### src/rtl/cpu_pkg.sv
// rtl/cpu_pkg.sv - shared opcodes, ALU codes and sequencer state types
package cpu_pkg;

  // Instruction opcodes (upper nibble of the instruction byte)
  localparam logic [3:0] OP_NOP  = 4'h0;
  localparam logic [3:0] OP_ADD  = 4'h1;
  localparam logic [3:0] OP_SUB  = 4'h2;
  localparam logic [3:0] OP_AND  = 4'h3;
  localparam logic [3:0] OP_OR   = 4'h4;
  localparam logic [3:0] OP_XOR  = 4'h5;
  localparam logic [3:0] OP_INC  = 4'h6;
  localparam logic [3:0] OP_DEC  = 4'h7;
  localparam logic [3:0] OP_SHR  = 4'h8;
  localparam logic [3:0] OP_LDI  = 4'h9;
  localparam logic [3:0] OP_NEG  = 4'hA;
  localparam logic [3:0] OP_STA  = 4'hB;
  localparam logic [3:0] OP_CLR  = 4'hC;
  localparam logic [3:0] OP_HALT = 4'hF;

  // ALU operation codes driven on alus
  localparam logic [3:0] ALU_ZERO = 4'h0;
  localparam logic [3:0] ALU_ADD  = 4'h1;
  localparam logic [3:0] ALU_SUB  = 4'h2;
  localparam logic [3:0] ALU_AND  = 4'h3;
  localparam logic [3:0] ALU_OR   = 4'h4;
  localparam logic [3:0] ALU_XOR  = 4'h5;
  localparam logic [3:0] ALU_INC  = 4'h6;
  localparam logic [3:0] ALU_DEC  = 4'h7;
  localparam logic [3:0] ALU_SHR  = 4'h8;
  localparam logic [3:0] ALU_PASS = 4'h9;
  localparam logic [3:0] ALU_NEG  = 4'hA;

  // Instruction classes produced by the decoder
  localparam logic [2:0] CLS_NOP   = 3'd0;
  localparam logic [2:0] CLS_BIN   = 3'd1;
  localparam logic [2:0] CLS_UNARY = 3'd2;
  localparam logic [2:0] CLS_STA   = 3'd3;
  localparam logic [2:0] CLS_HALT  = 3'd4;

  typedef enum logic [2:0] {
    FETCH  = 3'd0,
    DECODE = 3'd1,
    OPER   = 3'd2,
    EXEC   = 3'd3,
    STORE  = 3'd4,
    HALT   = 3'd5
  } state_t;

endpackage

### src/rtl/seq_decode.sv
// rtl/seq_decode.sv - combinational opcode decoder: class, ALU code, illegal flag
module seq_decode
  import cpu_pkg::*;
(
  input  logic [3:0] opcode,
  output logic [2:0] op_class,
  output logic [3:0] alu_op,
  output logic       is_illegal
);

  // Map each opcode to its class and ALU operation; D/E decode as illegal no-ops
  always_comb begin
    op_class   = CLS_NOP;
    alu_op     = ALU_ZERO;
    is_illegal = 1'b0;
    case (opcode)
      OP_NOP:  op_class = CLS_NOP;
      OP_ADD:  begin op_class = CLS_BIN;   alu_op = ALU_ADD;  end
      OP_SUB:  begin op_class = CLS_BIN;   alu_op = ALU_SUB;  end
      OP_AND:  begin op_class = CLS_BIN;   alu_op = ALU_AND;  end
      OP_OR:   begin op_class = CLS_BIN;   alu_op = ALU_OR;   end
      OP_XOR:  begin op_class = CLS_BIN;   alu_op = ALU_XOR;  end
      OP_LDI:  begin op_class = CLS_BIN;   alu_op = ALU_PASS; end
      OP_INC:  begin op_class = CLS_UNARY; alu_op = ALU_INC;  end
      OP_DEC:  begin op_class = CLS_UNARY; alu_op = ALU_DEC;  end
      OP_SHR:  begin op_class = CLS_UNARY; alu_op = ALU_SHR;  end
      OP_NEG:  begin op_class = CLS_UNARY; alu_op = ALU_NEG;  end
      OP_CLR:  begin op_class = CLS_UNARY; alu_op = ALU_ZERO; end
      OP_STA:  op_class = CLS_STA;
      OP_HALT: op_class = CLS_HALT;
      default: begin op_class = CLS_NOP;   is_illegal = 1'b1; end
    endcase
  end

endmodule

### src/rtl/alu_sequencer.sv
// rtl/alu_sequencer.sv - fetch/decode/execute FSM driving the ALU; optional ILLEGAL_TRAP_EN
module alu_sequencer
  import cpu_pkg::*;
#(
  parameter int                ADDR_W   = 8,
  parameter logic [ADDR_W-1:0] RESET_PC = '0
) (
  input  logic              clk,
  input  logic              rst_n,
  input  logic              run,
  output logic              mem_req,
  output logic              mem_we,
  output logic [ADDR_W-1:0] mem_addr,
  input  logic              mem_ack,
  input  logic [7:0]        mem_rdata,
  output logic [7:0]        opnd,
  output logic [3:0]        alus,
  output logic              acc_ld,
  output logic [ADDR_W-1:0] pc,
  output logic              halted,
  output logic              illegal
);

  state_t            state_q, state_d;
  logic [ADDR_W-1:0] pc_q, pc_d;
  logic [ADDR_W-1:0] addr_q, addr_d;
  logic [3:0]        ir_q, ir_d;      // only the opcode nibble is kept; the low nibble is ignored
  logic [7:0]        opnd_q, opnd_d;
  logic              illegal_q, illegal_d;
  logic              mem_req_q, mem_req_d;
  logic              mem_we_q, mem_we_d;
  logic              acc_ld_q, acc_ld_d;
  logic              halted_q, halted_d;
  logic [3:0]        alus_q, alus_d;

  logic [2:0]        op_class;
  logic [3:0]        alu_op;
  logic              is_illegal;
  logic              xfer;

  seq_decode u_decode (
    .opcode     (ir_q),
    .op_class   (op_class),
    .alu_op     (alu_op),
    .is_illegal (is_illegal)
  );

  assign xfer = mem_req_q && mem_ack;

  // State and datapath registers; reset abandons any outstanding transfer
  always_ff @(posedge clk or negedge rst_n) begin
    if (!rst_n) begin
      state_q   <= FETCH;
      pc_q      <= RESET_PC;
      addr_q    <= '0;
      ir_q      <= '0;
      opnd_q    <= '0;
      illegal_q <= 1'b0;
      mem_req_q <= 1'b0;
      mem_we_q  <= 1'b0;
      acc_ld_q  <= 1'b0;
      halted_q  <= 1'b0;
      alus_q    <= ALU_ZERO;
    end else begin
      state_q   <= state_d;
      pc_q      <= pc_d;
      addr_q    <= addr_d;
      ir_q      <= ir_d;
      opnd_q    <= opnd_d;
      illegal_q <= illegal_d;
      mem_req_q <= mem_req_d;
      mem_we_q  <= mem_we_d;
      acc_ld_q  <= acc_ld_d;
      halted_q  <= halted_d;
      alus_q    <= alus_d;
    end
  end

  // Next state, program counter and operand capture
  always_comb begin
    state_d   = state_q;
    pc_d      = pc_q;
    addr_d    = addr_q;
    ir_d      = ir_q;
    opnd_d    = opnd_q;
    illegal_d = illegal_q;
    case (state_q)
      FETCH: begin
        if (xfer) begin
          ir_d    = mem_rdata[7:4];
          pc_d    = pc_q + ADDR_W'(1);
          state_d = DECODE;
        end
      end
      DECODE: begin
        case (op_class)
          CLS_BIN, CLS_STA: state_d = OPER;
          CLS_UNARY:        state_d = EXEC;
          CLS_HALT:         state_d = HALT;
          default:          state_d = FETCH;
        endcase
        if (is_illegal) begin
`ifdef ILLEGAL_TRAP_EN
          illegal_d = 1'b1;
          state_d   = HALT;
`else
          state_d   = FETCH;
`endif
        end
      end
      OPER: begin
        if (xfer) begin
          pc_d = pc_q + ADDR_W'(1);
          if (op_class == CLS_STA) begin
            addr_d  = ADDR_W'(mem_rdata);
            state_d = STORE;
          end else begin
            opnd_d  = mem_rdata;
            state_d = EXEC;
          end
        end
      end
      EXEC:    state_d = FETCH;
      STORE:   if (xfer) state_d = FETCH;
      HALT:    state_d = HALT;
      default: state_d = FETCH;
    endcase
  end

  // Registered outputs decoded from the next state; a pending fetch request is held until ack
  always_comb begin
    mem_req_d = 1'b0;
    mem_we_d  = 1'b0;
    acc_ld_d  = 1'b0;
    halted_d  = 1'b0;
    alus_d    = ALU_ZERO;
    case (state_d)
      FETCH:   mem_req_d = run || (state_q == FETCH && mem_req_q);
      OPER:    mem_req_d = 1'b1;
      STORE:   begin mem_req_d = 1'b1; mem_we_d = 1'b1; end
      EXEC:    begin acc_ld_d = 1'b1; alus_d = alu_op; end
      HALT:    halted_d = 1'b1;
      default: mem_req_d = 1'b0;
    endcase
  end

  assign mem_req  = mem_req_q;
  assign mem_we   = mem_we_q;
  assign mem_addr = (state_q == STORE) ? addr_q : pc_q;
  assign opnd     = opnd_q;
  assign alus     = alus_q;
  assign acc_ld   = acc_ld_q;
  assign pc       = pc_q;
  assign halted   = halted_q;
  assign illegal  = illegal_q;

endmodule

### config.mk
export PLATFORM = sky130hd
export DESIGN_NAME = alu_sequencer
export DESIGN_NICKNAME = d
export VERILOG_FILES = /design/src/rtl/cpu_pkg.sv /design/src/rtl/seq_decode.sv /design/src/rtl/alu_sequencer.sv
export SDC_FILE = /design/constraint.sdc
export NUM_CORES = 1
export LEC_CHECK = 0
export CAP_MARGIN = 20
export CORE_MARGIN = 1
export CORE_UTILIZATION = 44
export DETAILED_ROUTE_END_ITERATION = 8
export PLACE_DENSITY = 0.75
export SLEW_MARGIN = 20
export SYNTH_ARGS = -nofsm -noshare
export SYNTH_HDL_FRONTEND = slang
export SYNTH_SLANG_ARGS = --single-unit
### constraint.sdc
create_clock -name clk -period 1.7 [get_ports clk]
set_input_delay 0.34 -clock clk [delete_from_list [all_inputs] [get_ports clk]]
set_output_delay 0.34 -clock clk [all_outputs]
set_load 0.02 [all_outputs]
* Word level (Yosys, flattened, before mapping)
Index checks and enable logic that the tools add are counted.
** Storage, ports and cells
- Flip-flop bits (word level) :: 39
- Input port bits :: 12
- Output and inout port bits :: 33
- Logic and storage cells :: 68
** Operators by class
- Add/subtract/negate cells :: 1
- Eq/ne operators :: 25
- Muxes and demuxes :: 15
- Bitwise operators :: 1
- Reductions and logical operators :: 16
** Operators by type and width (count)
- 4-bit one-hot mux with 10 select lines :: 1
- 4-bit equality test, second input constant :: 6
- 4-bit by 3-bit equality test with 1-bit output, second input constant :: 4
- 3-bit by 2-bit equality test with 1-bit output, second input constant :: 5
- 3-bit equality test, second input constant :: 5
- 3-bit 2-to-1 mux :: 5
- 3-bit one-hot mux with 5 select lines :: 1
- 14-bit OR reduction :: 1
- 3-bit one-hot mux with 4 select lines :: 1
- 3-bit one-hot mux with 3 select lines :: 1
- 8-bit by 1-bit adder with 8-bit output, second input constant :: 1
- 4-bit by 2-bit equality test with 1-bit output, second input constant :: 2
- 8-bit 2-to-1 mux :: 1
- 3-bit by 1-bit equality test with 1-bit output, second input constant :: 2
- 3-bit logical NOT :: 2
- 3-bit AND reduction :: 2
- 2-bit OR reduction :: 3
- 6-bit OR reduction :: 1
- 5-bit OR reduction :: 1
- 4-bit by 1-bit equality test with 1-bit output, second input constant :: 1
- 4-bit logical NOT :: 1
- 4-bit 2-to-1 mux :: 1
- 2-bit AND reduction :: 2
- 1-bit 2-to-1 mux :: 3
- other kinds (4) :: 5

* Longest topological paths before layout
- Word-level depth :: 11
- Mapped depth :: 6

* Modules after synthesis
From an unflattened synthesis, not the netlist that was laid out.
** Unflattened totals
- Cell total of the unflattened synthesis :: 142
- Area total of the unflattened synthesis :: 1791.7 µm²
** Modules (own cells, without submodules)
- alu_sequencer :: instances 1, cells an instance 123, area an instance 1692.9 µm², sequential area each 975.9 µm²
- seq_decode :: instances 1, cells an instance 19, area an instance 98.8 µm², sequential area each 0.0 µm²

* Least setup slack after synthesis
OpenSTA, ideal clock, no wires.
- Kind :: register to output
- Start :: register state_q[1]
- End :: output port mem_addr[0]
- Arrival time :: 1.460 ns
- Path slack :: -0.100 ns
- Cell stages (with the launch flop) :: 5
- Buffers on the path :: 1
- Cells stage by stage :: dfrtp_1 clkbuf_1 or2b_1 nor2_2 mux2_2
** Between the ends
- Longest elaborated chain between the ends :: 2
** Ends and longest elaborated chain
- from (decl) :: line alu_sequencer.sv:24 : state_t state_q, state_d;
- from (signal assigned) :: line alu_sequencer.sv:65 : state_q <= state_d;
- 3-bit equality test :: line alu_sequencer.sv:149 : assign mem_addr = (state_q == STORE) ? addr_q : pc_q;
- 8-bit 2-to-1 mux :: line alu_sequencer.sv:149
- to (decl) :: line alu_sequencer.sv:13 : output logic [ADDR_W-1:0] mem_addr,
Every way passes these cells.

* Worst setup path in the final report
- Start :: register state_q[1]
- End :: output port mem_addr[4]
The elaborated chain is that of the path after synthesis.

==> run summary <==
The floorplan die area came out at 4450 sq um. The max-capacitance violation count came out at 0. The clock share of power is 14.6%. The launch instance of the worst register-to-register path is state_q[0].

The global router's overall resource usage is 22.1%. The final cell count without fillers came out at 277. The number of design-rule violations left by the first detailed-router iteration is 102. In this run the cell area measured after placement is 2460 sq um. The total power is 0.00508 W. The first-pass iteration count of the detailed router came out at 4. The leakage power figure is 1.41 nW. Walking the worst path, the cells encountered are or2b_1 > nor2_4 > buf_6 > buf_6 > mux2_4 > buf_6. A synthesized cell averages 13.1 sq um. The distinct cell type count after synthesis came out at 41.

The worst reg2reg path depth is 7. The TritonCTS clock tree is done. For the finished layout, the period the worst path requires is 2.09 ns.

The run finished, with violations left. The peak supply drop came out at 1.15 mV. The die is 66.7 microns wide. For this design the top-level I/O count stands at 45. The worst setup path is of the register to primary output kind. The post-synth net total came out at 154. The clock-pin transition on the worst setup and hold timing paths is 0.07 ns. The flop and latch count out of synthesis came out at 39.

The DRC violation count after routing is 0. Setup repair after global routing could not meet its margin everywhere. The switching share of power came out at 37.6%. The share of the core filled with cells in the final layout came out at 73.5%. CTS placed an instance of clkbuf_8 at the clock tree root. Of all flip-flops after synthesis, the portion carrying an async set or reset was 100%.

The library cells used most frequently in the layout, excluding fill and tap cells, are 39 x dfrtp_1, 27 x buf_4, 24 x clkdlybuf4s50_1. The count of antenna diodes in the layout came out at 0. The initial antenna violation count is 0.

The number of cells in the design after placement is 249. The count of fill cells added during filler insertion came out at 256. The total overflow left after global routing is 0.

The worst-case setup margin in the final layout is -0.389 ns. For this block, the routed nets add up to 4720 microns of wire. After detailed routing, the average wire length per cell comes to 17.0 microns. The dominant cell type by count on the critical path is buf_6. Among cell families on the critical path, the largest total delay comes from simple AND/OR/NAND/NOR gates. The Yosys warning count is 0. The final worst hold slack came out at 0.0872 ns. The worst setup path is captured at a primary output.

Using the TritonRoute via totals, the vias-per-cell ratio works out to 5.25. The final weighted congestion of routability-driven global placement came out at 0.838. The largest net degree at the start of global routing is 40. STA classifies the critical path startpoint as a register. The signed area change from the synthesized netlist to the final layout came out at 59.6%. The number of antenna-violating nets in the routed design came out at 0. The cell row count is 23.

The largest stage delay on the critical path came out at 0.38 ns. Along the worst path, the maximum fanout reaches 4. The critical path data required time came out at 1.36 ns. The via count came out at 1453. The number of stages on the worst setup path came out at 6. The total power divided by cell area came out at 1730 nW/um^2. Cells with a size suffix above 1 make up 49.8% of the layout. The actual transition at the worst max-transition pin came out at 0.505 ns.

The checks that failed: negative setup slack. The number of buffers inserted by hold repair at cts came out at 0. The data arrival time of the critical path is 1.75 ns. The analysis attributes to net switching a power of 0.00191 W.

Input and output buffers added on the ports amount to 43. The post-synthesis cell count came out at 141. Yosys mapped a number of flops with a built-in enable equal to 0. The library cell used most frequently in the layout, excluding fill and tap cells, is dfrtp_1.

Buffers inserted during clock tree synthesis total 5. The maximum number of buffers from clock root to sink is 2. The wire length of the first global-routing pass is 7030 microns. Sequential cells burn 29.7% of the power. The combinational share of power is 55.8%. The internal power component came out at 0.00317 W. The finished cells cover 2940 sq um. The critical-path cell with the highest stage delay is dfrtp_1. The clock network latency to the later pin of the worst-skew pair is 0.29 ns. The post-synthesis instance area came out at 1840 sq um. The worst reg2reg path endpoint is pc[7]. The level count of the clock H-tree is 2. The die boundary height came out at 66.7 microns. Sequential elements use 53.0% of the synthesized area. The core region is 4000 sq um. The normalized max-slew margin came out at 66.3%. The hold violation count in the final report is 0.

For this run, the post-layout net count is 240. The commonest register cell after synthesis is dfrtp_1. Summed over all nets, the half-perimeter wirelength after detailed placement is 3000 microns. The via count of the first global-routing pass came out at 1435. The critical path buffer and inverter count came out at 3. The path class of the lowest-slack min-delay path is input port to async pin. Counting every sink on the clock net gives 39. Dividing the final minimum period by the clock period gives 123%.

The worst clock skew on the final layout is 0.00425 ns. Derived from the worst setup path, the maximum achievable clock frequency is 0.479 GHz. The starting utilization of the core area is 46.0%. The number of max-slew violations in the final report is 0. The reg-to-reg setup timing slack came out at -0.09 ns.

The final setup violation count is 28.
==> flip-flops by register name (all words and copies together) (netlist names) <==
name,flops
pc,8
mem_req,1
opnd,8
alus,4
addr_q,8
mem_we,1
acc_ld,1
state_q,3
halted,1
ir_q,4
==> worst reg2reg max path: stages (launching register included) <==
cell and delay, ns:
dfrtp_1 0.42, buf_6 0.14, and4bb_4 0.39, buf_6 0.15, buf_12 0.11, and4_4 0.25, nand3_4 0.09, xnor2_2 0.14
==> stage by stage <==
step	TNS, ns	worst slack [ns]
finish	-3.96	-0.389
floorplan	-0.210	-0.0259
global placement	-9.74	-0.362
CTS	-3.69	-0.388
detailed placement	-11.89	-0.416
global route	-5.23	-0.426
==> synth_stat cells (2+ instances only) <==
library cell / n / area [sq um]
inv_1: 4 / 15.0
a211oi_1: 5 / 37.5
nand4_1: 3 / 18.8
nand3_1: 4 / 20.0
nand2_1: 8 / 30.0
buf_6: 2 / 22.5
or2b_1: 2 / 15.0
a21oi_1: 2 / 10.0
mux2_2: 28 / 315
xor2_1: 2 / 17.5
buf_2: 3 / 15.0
dfrtp_1: 39 / 976
xnor2_1: 6 / 52.6
o21ai_0: 4 / 20.0
nor4_1: 2 / 12.5
nor2_2: 2 / 12.5
==> power by group through the flow <==
stage	clock network (W)	registers (W)	logic, W
finish	0.000739	0.00151	0.00283
global route	0.000791	0.00154	0.00301
CTS	0.000746	0.00149	0.00239
detailed placement	0	0.00150	0.00229
global placement	0	0.00148	0.00223
floorplan	0	0.00168	0.00109
==> timing repair <==
item | CTS | global route
resized for setup | 69 | 38
setup buffers | 8 | 13
pin swaps | 3 | 13
setup endpoints to repair | 31 | 40
==> layer usage <==
layer | vias up | track usage [%] | part of all wire [%]
li1 | 679 | - | -
met2 | 45 | 37.2 | 52
met5 | - | 0 | 0
met3 | 9 | 5.82 | 4.2
met4 | 0 | 8.24 | 1.5
met1 | 720 | 27.0 | 42
==> logic make-up (layout without fill, tap and decap cells) <==
kind of cell | after synthesis | after routing | synth area share (%)
compound gates | 18 | 18 | 8.36
fa+ha+maj | 1 | 1 | 0.679
mux | 28 | 28 | 17.1
buf+inv | 11 | 97 | 3.46
simple gates | 35 | 35 | 13.4
other cells | 1 | 1 | 0.204
flops | 39 | 39 | 53.0
xor+xnor | 8 | 8 | 3.80
==> worst max path at each step <==
stage | from | to | slack [ns]
after floorplan | state_q[1] | mem_addr[0] | -0.03
after global placement | state_q[1] | mem_addr[3] | -0.36
after detailed placement | state_q[1] | mem_addr[7] | -0.42
after CTS | state_q[1] | mem_addr[4] | -0.39
after global routing | state_q[1] | mem_addr[4] | -0.43
final | state_q[1] | mem_addr[4] | -0.39
==> final cells by class <==
class | instances | area (sq um) | share of cell area, %
clock buffers | 6 | 72.6 | 2.47
clock inverters | 1 | 30.0 | 1.02
inverters | 4 | 15.0 | 0.511
multi-input cells | 91 | 953 | 32.4
flip-flops and latches | 39 | 976 | 33.2
well taps | 50 | 62.6 | 2.13
repair buffers | 86 | 830 | 28.2
Power figures use the tool's default switching activity.
